--- config.mk ---
export PLATFORM = sky130hd
export DESIGN_NAME = proc_watchdog
export DESIGN_NICKNAME = d
export VERILOG_FILES = /design/src/rtl/proc_check_pkg.sv /design/src/rtl/proc_watchdog.sv
export SDC_FILE = /design/constraint.sdc
export NUM_CORES = 1
export LEC_CHECK = 0
export ABC_CLOCK_PERIOD_IN_PS = 1900
export CAP_MARGIN = 10
export CORE_MARGIN = 10
export CORE_UTILIZATION = 30
export CTS_CLUSTER_DIAMETER = 30
export DETAILED_ROUTE_END_ITERATION = 8
export GPL_TIMING_DRIVEN = 0
export PLACE_DENSITY_LB_ADDON = 0.15
export SLEW_MARGIN = 25
export SYNTH_ARGS = -nofsm -noshare
export SYNTH_HDL_FRONTEND = slang
export SYNTH_SLANG_ARGS = --single-unit
--- constraint.sdc ---
create_clock -name CLK -period 1.9 [get_ports CLK]
set_input_delay 0.285 -clock CLK [delete_from_list [all_inputs] [get_ports CLK]]
set_output_delay 0.285 -clock CLK [all_outputs]
set_load 0.02 [all_outputs]
--- src/rtl/proc_check_pkg.sv ---
// Shared types and widths for the processor run checker and its watchdog.
package proc_check_pkg;

    localparam int PC_W   = 64;
    localparam int WDOG_W = 16;
    localparam int CNT_W  = 8;

    typedef enum logic [2:0] {
        IDLE,
        RST_CPU,
        RUN,
        DONE,
        TIMEOUT
    } state_t;

endpackage

--- src/rtl/proc_watchdog.sv ---
// Saturating run-cycle counter; expired flags that the count has reached the limit.
module proc_watchdog
    import proc_check_pkg::*;
(
    input  logic              CLK,
    input  logic              reset,
    input  logic              clear,
    input  logic              enable,
    input  logic [WDOG_W-1:0] limit,
    output logic              expired
);

    logic [WDOG_W-1:0] count;

    always_ff @(posedge CLK or posedge reset) begin
        if (reset) begin
            count <= '0;
        end else if (clear) begin
            count <= '0;
        end else if (enable && (count != limit)) begin
            count <= count + 1'b1;
        end
    end

    assign expired = (count == limit);

endmodule

After elaboration in Yosys (flattened, before gate mapping)
Cells that the tools add are included.
Widths: inputs -> output; s select.

operators by class
  equality and inequality tests = 2
  muxes and demuxes = 2
  reduce and logical (&&, ||, !) cells = 2
  add/subtract/negate cells = 1

operators by type and width
  cell                   count
  $mux 16                2
  $add 16x1->16 const B  1
  $eq 16x16->1           1
  $ne 16x16->1           1
  $reduce_bool 2->1      1
  $logic_and 1x1->1      1

word-level totals
  register bits after elaboration = 16
  bits of input ports = 20

Logic depth before layout (Yosys ltp)
Gate-level depths: netlist (run 1).

  word-level depth = 4
  mapped depth = 8
  mapped depth without buffers = 5

Worst setup path after synthesis (run 1)
Ideal clock, no wire load.

  path kind = reg-to-reg
  start = register count[6]
  end = register count[1]
  stages on the path, launching flop included = 9
  slack = -0.030 ns
  arrival = 1.797 ns
  data required time = 1.767 ns
  period minus slack after synthesis = 1.930 ns
  cell sequence = dfrtp_1 > buf_6 > xnor2_2 > nand4_2 > o41ai_4 > buf_6 > buf_12 > mux2i_1 > nor2_1

between the ends
  cells in the longest elaborated chain, start to end = 3

RTL lines
  element                      line                 source
  from (decl)                  proc_watchdog.sv:13  logic [WDOG_W-1:0] count;
  from (signal assigned)       proc_watchdog.sv:21  count <= count + 1'b1;
  $ne 16x16->1                 proc_watchdog.sv:20  end else if (enable && (count != limit)) begin
  $logic_and 1x1->1            proc_watchdog.sv:20
  $reduce_bool 2->1 (no line)  -

Every way passes these cells.
A chain may end at the register's enable or synchronous reset.

Worst setup path after layout (run 1)
  start = input limit[11]
  end = output expired

between the ends
  cells in the longest elaborated chain, start to end = 1

RTL lines
  element       line                 source
  from (decl)   proc_watchdog.sv:9   input logic [WDOG_W-1:0] limit,
  $eq 16x16->1  proc_watchdog.sv:25  assign expired = (count == limit);
  to (decl)     proc_watchdog.sv:10  output logic expired

Every way passes these cells.

==> flow_summary.ini, run 1 <==
[power]
total_power_mw = 0.731
netSwitchingFraction_pct = 25.8
ir_worst_vdd_uv = 201
seqPwrFrac_pct = 48.0
internal-power_mw = 0.542
cellPowerDensity_mw_per_mm2 = 424
power_frac_clock_pct = 32.3
leakage_nw = 0.686
power_switching_mw = 0.189
combPwrFrac_pct = 19.7

[outcome]
run_status = finished, violations left
violations = negative setup slack

[critical_path]
critPathMaxFanout = 2
rr_endpoint = count[14]
crit_type = primary input to primary output
critPathLaunch = limit[11]
crit_end = expired
cp-end-kind = primary output
critPathSlowestCell = clkdlybuf4s50_1
crit_path_max_incr_delay_ns = 0.47
rr_worst_depth = 7
r2r_slack_ns = -0.08
worst_ep_required_time_ns = 1.62
cp-start-kind = primary input
cp_cell_sequence = clkdlybuf4s50_1, xnor2_1, nand4_1, buf_4, nor4_2, buf_4
timing.rr.start = count[11]
crit_top_cell = buf_4
cp.arrival_ns = 1.72

[place]
place_hpwl_um = 2140
gp_congestion = 0.743
place_ws_ns = -0.706
portBuffers = 19

[timing]
skew_ns = 0.000417
fin_ws_ns = -0.105
relSlewSlack_pct = 56.1
period_share_pct = 106
slew_viol_final = 0
max_clock_freq_mhz = 499
finalSetupTns_ns = -0.547
finalCriticalPeriod_ns = 2.01
tightest_slew_ns = 0.658
finalHoldViolations = 0
setup_viol = 14
rsz0062_at_grt = yes

[finish]
diodes = 0
largest_register_ffs = 16
reg_top3 = count (16)
fillers = 341
regMostFlops = count
multi_input_area_um2 = 773
nNetsFinal = 179
synthToLayoutAreaGrowth_pct = 58.5
layout-drive-gt1-share_pct = 42.0
final-seq-area_um2 = 404

[floorplanning]
num_io_pins = 21
fp.dieArea_mm2 = 0.00643
die_x_um = 80.2
core_area_mm2 = 0.00342
rows = 21
floorplan.initialDensity_pct = 31.8
dieHeight_um = 80.2

[synthesis]
ys_ff_latch = 16
synthCells = 111
synth_area_per_cell_um2 = 9.80
ys_seq_area_share_pct = 36.8
syn_nets = 132
syn-cell-area_mm2 = 0.00109
synth_cell_types = 31
ys_warn_count = 0

[route]
drt_iter0_markers = 39
dr.pass1.iters = 4
wirelength_um = 3210
routedWlPerCell_um = 15.8
drc = 0
vias = 1037
drtAntennaViolNets = 0
viasPerCell = 5.11

[global_route]
grt_pass1_vias = 1118
grt_usage_pct = 10.9
grt_overflow = 0
antenna_found_initial = 0
grt_pass1_wl_um = 5600
grt_max_degree = 17

[clock_network]
postCtsHoldBufs = 0
clkLatencyLatePin_ns = 0.29
clk_pin_slew_worst_paths_ns = 0.10
cts-root-buf = clkbuf_4
cts_buffers = 3
cts.sinks = 16
h-tree-depth = 1
cts_tree = done
cts_buffer_depth = 2

[worst_hold_path]
hp-class = primary input to async pin

[flow_run]
maxCapViolCount = 0
-- cell families after synthesis --
family,after synthesis,synth area share [%]
XOR/XNOR,17,14.4
multiplexers,3,2.99
flip-flops,16,36.8
buffers and inverters,8,5.64
AO/OA/AOI/OAI,25,16.5
adder cells (fa/ha/maj),1,1.15
AND/OR/NAND/NOR,41,22.6
-- cell usage in the layout (no fill, tap or decap), types with 2 or more instances in the layout --
cell	n
a21oi_2	5
buf_6	7
nor4_2	2
xnor2_2	4
buf_4	18
nor2_1	5
inv_1	3
o31ai_1	4
mux2_4	2
or3_1	2
dfrtp_1	13
dfrtp_2	3
nand4_1	5
or3_4	4
nand3_1	4
clkdlybuf4s50_1	11
clkbuf_4	3
nand3_2	2
or4_4	5
and3_1	2
nand2_1	3
a21oi_1	6
o21ai_1	4
dlygate4sd2_1	7
xnor2_1	12
-- Yosys cell counts, drive strengths merged --
master | number | share of area, %
nand3 | 6 | 2.8
nor4 | 3 | 1.7
buf | 4 | 4.3
or3 | 6 | 3.5
o21ai | 5 | 2.3
or4 | 6 | 4.4
mux2i | 1 | 0.92
xor2 | 1 | 0.81
and3 | 2 | 1.2
o31a | 1 | 0.81
dfrtp | 16 | 37
o31ai | 6 | 4.1
inv | 3 | 1.0
ha | 1 | 1.2
xnor2 | 16 | 14
nor2 | 5 | 1.7
nand2 | 4 | 1.4
and4 | 1 | 0.81
mux2 | 2 | 2.1
clkbuf | 1 | 0.34
o41ai | 1 | 2.5
nor2b | 2 | 1.2
a21oi | 11 | 5.8
nand4 | 6 | 4.0
o21ba | 1 | 0.92
-- how the worst min path moves through the flow --
stage,start,endpoint,slack (ns),depth (start not counted)
global placement,count[13],count[13],0.57,2
global route,clear,count[8],0.43,2
CTS,clear,count[7],0.38,2
floorplan,reset,count[0],0.20,1
detailed placement,count[13],count[13],0.58,2
finish,reset,count[0],0.37,2
-- critical path, delay by kind of cell --
family	cells	cell delay, ns
buffers and inverters	3	0.84
AND/OR/NAND/NOR	2	0.48
XOR/XNOR	1	0.12
-- metrics by stage --
step | hold WS, ns | utilization [%] | instance area [µm²] | std cells
final | 0.374 | 50.4 | 1720 | 203
after global placement | 0.575 | 39.1 | 1340 | 176
after global routing | 0.430 | 50.4 | 1720 | 203
after detailed placement | 0.576 | 39.1 | 1340 | 176
after CTS | 0.380 | 47.2 | 1610 | 201
after floorplan | 0.199 | - | 1090 | 111
-- metal layers --
layer / part of all wire, % / track usage (%) / routed length [µm]
met1: 44 / 12.8 / 1410
met2: 51 / 19.1 / 1630
met3: 4.8 / 2.78 / 153
met4: 0.56 / 2.64 / 18
met5: 0 / 0 / 0
-- layout make-up --
cell class,instances,share of cell area [%]
clock buffer,4,2.11
tap,46,3.34
buffer,5,2.90
multi-input combinational,87,44.9
sequential,16,23.5
inverter,3,0.654
timing repair buffer,42,22.7
-- timing repair --
item                       CTS  global route
pin swaps                   25            14
cloned                       1             0
hold endpoints to repair     0             0
buffers inserted            20             2
gates resized for setup     31            21
setup endpoints to repair   17            17
-- power groups by stage --
stage | Sequential (mW) | Clock, mW | Combinational (mW)
4_1_cts | 0.352 | 0.240 | 0.137
3_3_place_gp | 0.358 | 0 | 0.114
3_5_place_dp | 0.358 | 0 | 0.115
6_report | 0.351 | 0.236 | 0.144
2_1_floorplan | 0.357 | 0 | 0.0598
5_1_grt | 0.353 | 0.253 | 0.157
Note: power is estimated with default switching activity, not from simulation.
==> inputs of run 2 (changes only) <==
--- a/config.mk
+++ b/config.mk
@@ -11,7 +11,6 @@
 export CORE_UTILIZATION = 30
 export CTS_CLUSTER_DIAMETER = 30
 export DETAILED_ROUTE_END_ITERATION = 8
-export GPL_TIMING_DRIVEN = 0
 export PLACE_DENSITY_LB_ADDON = 0.15
 export SLEW_MARGIN = 25
 export SYNTH_ARGS = -nofsm -noshare
==> run 2 against run 1 <==
The run still ends with negative setup slack left. Clock-buffer cell count stayed put. Setup slack improved by 0.081 ns. Sequential share of layout area is 0.13 points lower. Die area is the same. Sequential power is essentially flat. Final cell count rose by 2.5%. Routed wire length is 0.81% higher. Flip-flop and latch count did not move. Register-to-register slack improved by 0.06 ns. Critical path depth did not move. Critical path type is now register to register. Largest cell class unchanged.
==> flow_summary.ini, run 2 (synthesis results as in run 1) <==
[clock_network]
cts-root-buf = clkbuf_4
cts_tree = done
cts.sinks = 16
clkLatencyLatePin_ns = 0.30
cts_buffers = 3
clk_pin_slew_worst_paths_ns = 0.12
cts_buffer_depth = 2
h-tree-depth = 1

[finish]
diodes = 0
fillers = 349
post-route-cell-area_mm2 = 0.00172
reg_top3 = count (16)
synthToLayoutAreaGrowth_pct = 57.9
layout-drive-gt1-share_pct = 38.9
largest_register_ffs = 16
layout_common_cells = buf_4 (28), dfrtp_1 (16), clkdlybuf4s50_1 (15)
nNetsFinal = 184
layout_commonest_cell = buf_4
regMostFlops = count

[floorplanning]
rows = 21
fp.dieArea_mm2 = 0.00643
num_io_pins = 21
floorplan.initialDensity_pct = 31.8
dieHeight_um = 80.2
die_x_um = 80.2
core_area_mm2 = 0.00342

[worst_hold_path]
hp-class = primary input to async pin

[critical_path]
path_buf_inv = 1
critPathSlowestCell = dfrtp_1
cp.arrival_ns = 2.12
rr_worst_depth = 6
cp-start-kind = register
cp_cell_sequence = buf_4, and4_2, nand3_2, or3_1, o31a_1, o21ba_1
critPathMaxFanout = 7
worst_ep_required_time_ns = 2.09
crit_path_max_incr_delay_ns = 0.43
cp.depth = 6
crit_type = register to register
critPathTopFamily = simple AND/OR/NAND/NOR gates
cp-end-kind = register

[global_route]
grt_overflow = 0
antenna_found_initial = 0
grt_pass1_wl_um = 5380
grt_pass1_vias = 1141
grt_usage_pct = 10.3
grt_max_degree = 17

[timing]
tightest_slew_ns = 0.669
skew_ns = 0.0101
whs_ns = 0.363
period_share_pct = 101
finalHoldViolations = 0
rsz0062_at_grt = yes
max_clock_freq_mhz = 520
finalSetupTns_ns = -0.0613
slew_viol_final = 0
fin_ws_ns = -0.0242
finalCriticalPeriod_ns = 1.92
relSlewSlack_pct = 55.3
setup_viol = 6

[power]
cellPowerDensity_mw_per_mm2 = 433
leakage_nw = 0.709
total_power_mw = 0.743
ir_worst_vdd_uv = 292

[route]
drc = 0
routedWlPerCell_um = 15.6
vias = 1063
drt_iter0_markers = 58
drtAntennaViolNets = 0
dr.pass1.iters = 4
wirelength_um = 3240
viasPerCell = 5.11

[place]
portBuffers = 20
placed_cell_area_mm2 = 0.00148
gp_congestion = 0.773
place_hpwl_um = 2340
place_ws_ns = -0.560

[flow_run]
maxCapViolCount = 0

[outcome]
violations = negative setup slack
run_status = finished, violations left
[run 2: cell types whose count changed in the layout (fill, tap and decap cells not counted), moves of 3 or more]
cell / change
buf_6: -3
dfrtp_2: -3
buf_4: +10
or3_1: +3
dfrtp_1: +3
dlygate4sd2_1: -4
or3_4: -3
clkdlybuf4s50_1: +4
[run 2: final timing paths]
kind	from	endpoint	slack, ns
worst max-delay path	count[6]	count[15]	-0.02
max in group asynchronous	reset	count[8]	1.10
worst min-delay path	reset	count[2]	0.36
min in group CLK	count[4]	count[4]	0.67
worst min register to register	count[4]	count[4]	0.67
worst max register to register	count[6]	count[15]	-0.02
[run 2: layer usage]
metal	track usage [%]	vias to the layer above	part of all wire (%)	routed length, µm
li1	-	517	-	-
met1	12.3	520	47	1510
met2	17.8	20	48	1560
met3	2.45	6	4.0	129
met4	3.17	0	1.1	34
met5	0	-	0	0
[run 2: metrics by stage]
step	instances	util, %
3_3_place_gp	196	43.2
5_1_grt	208	50.3
4_1_cts	206	48.0
3_5_place_dp	196	43.2
6_report	208	50.3
2_1_floorplan	111	-
[run 2: area by class of cell]
type	instances	area, µm²	area share (%)
multi-input cells	87	752	43.8
repair buffers	52	459	26.7
flip-flops and latches	16	400	23.3
clock buffers	4	36.3	2.11
well taps	46	57.6	3.35
inverters	3	11.3	0.656
[run 2: report_power, final]
part,internal [mW],switching (mW),total (mW)
logic,0.0823,0.0683,0.151
clock network,0.117,0.128,0.245
registers,0.345,0.00324,0.348
total,0.544,0.199,0.743
[run 2: what timing repair did]
item / CTS / global route
endpoints found under the hold margin: 0 / 0
hold buffers: 0 / 0
cloned: 1 / 0
gates resized for setup: 28 / 13
setup endpoints to repair: 17 / 17
buffers inserted: 5 / 2
pin swaps: 16 / 5
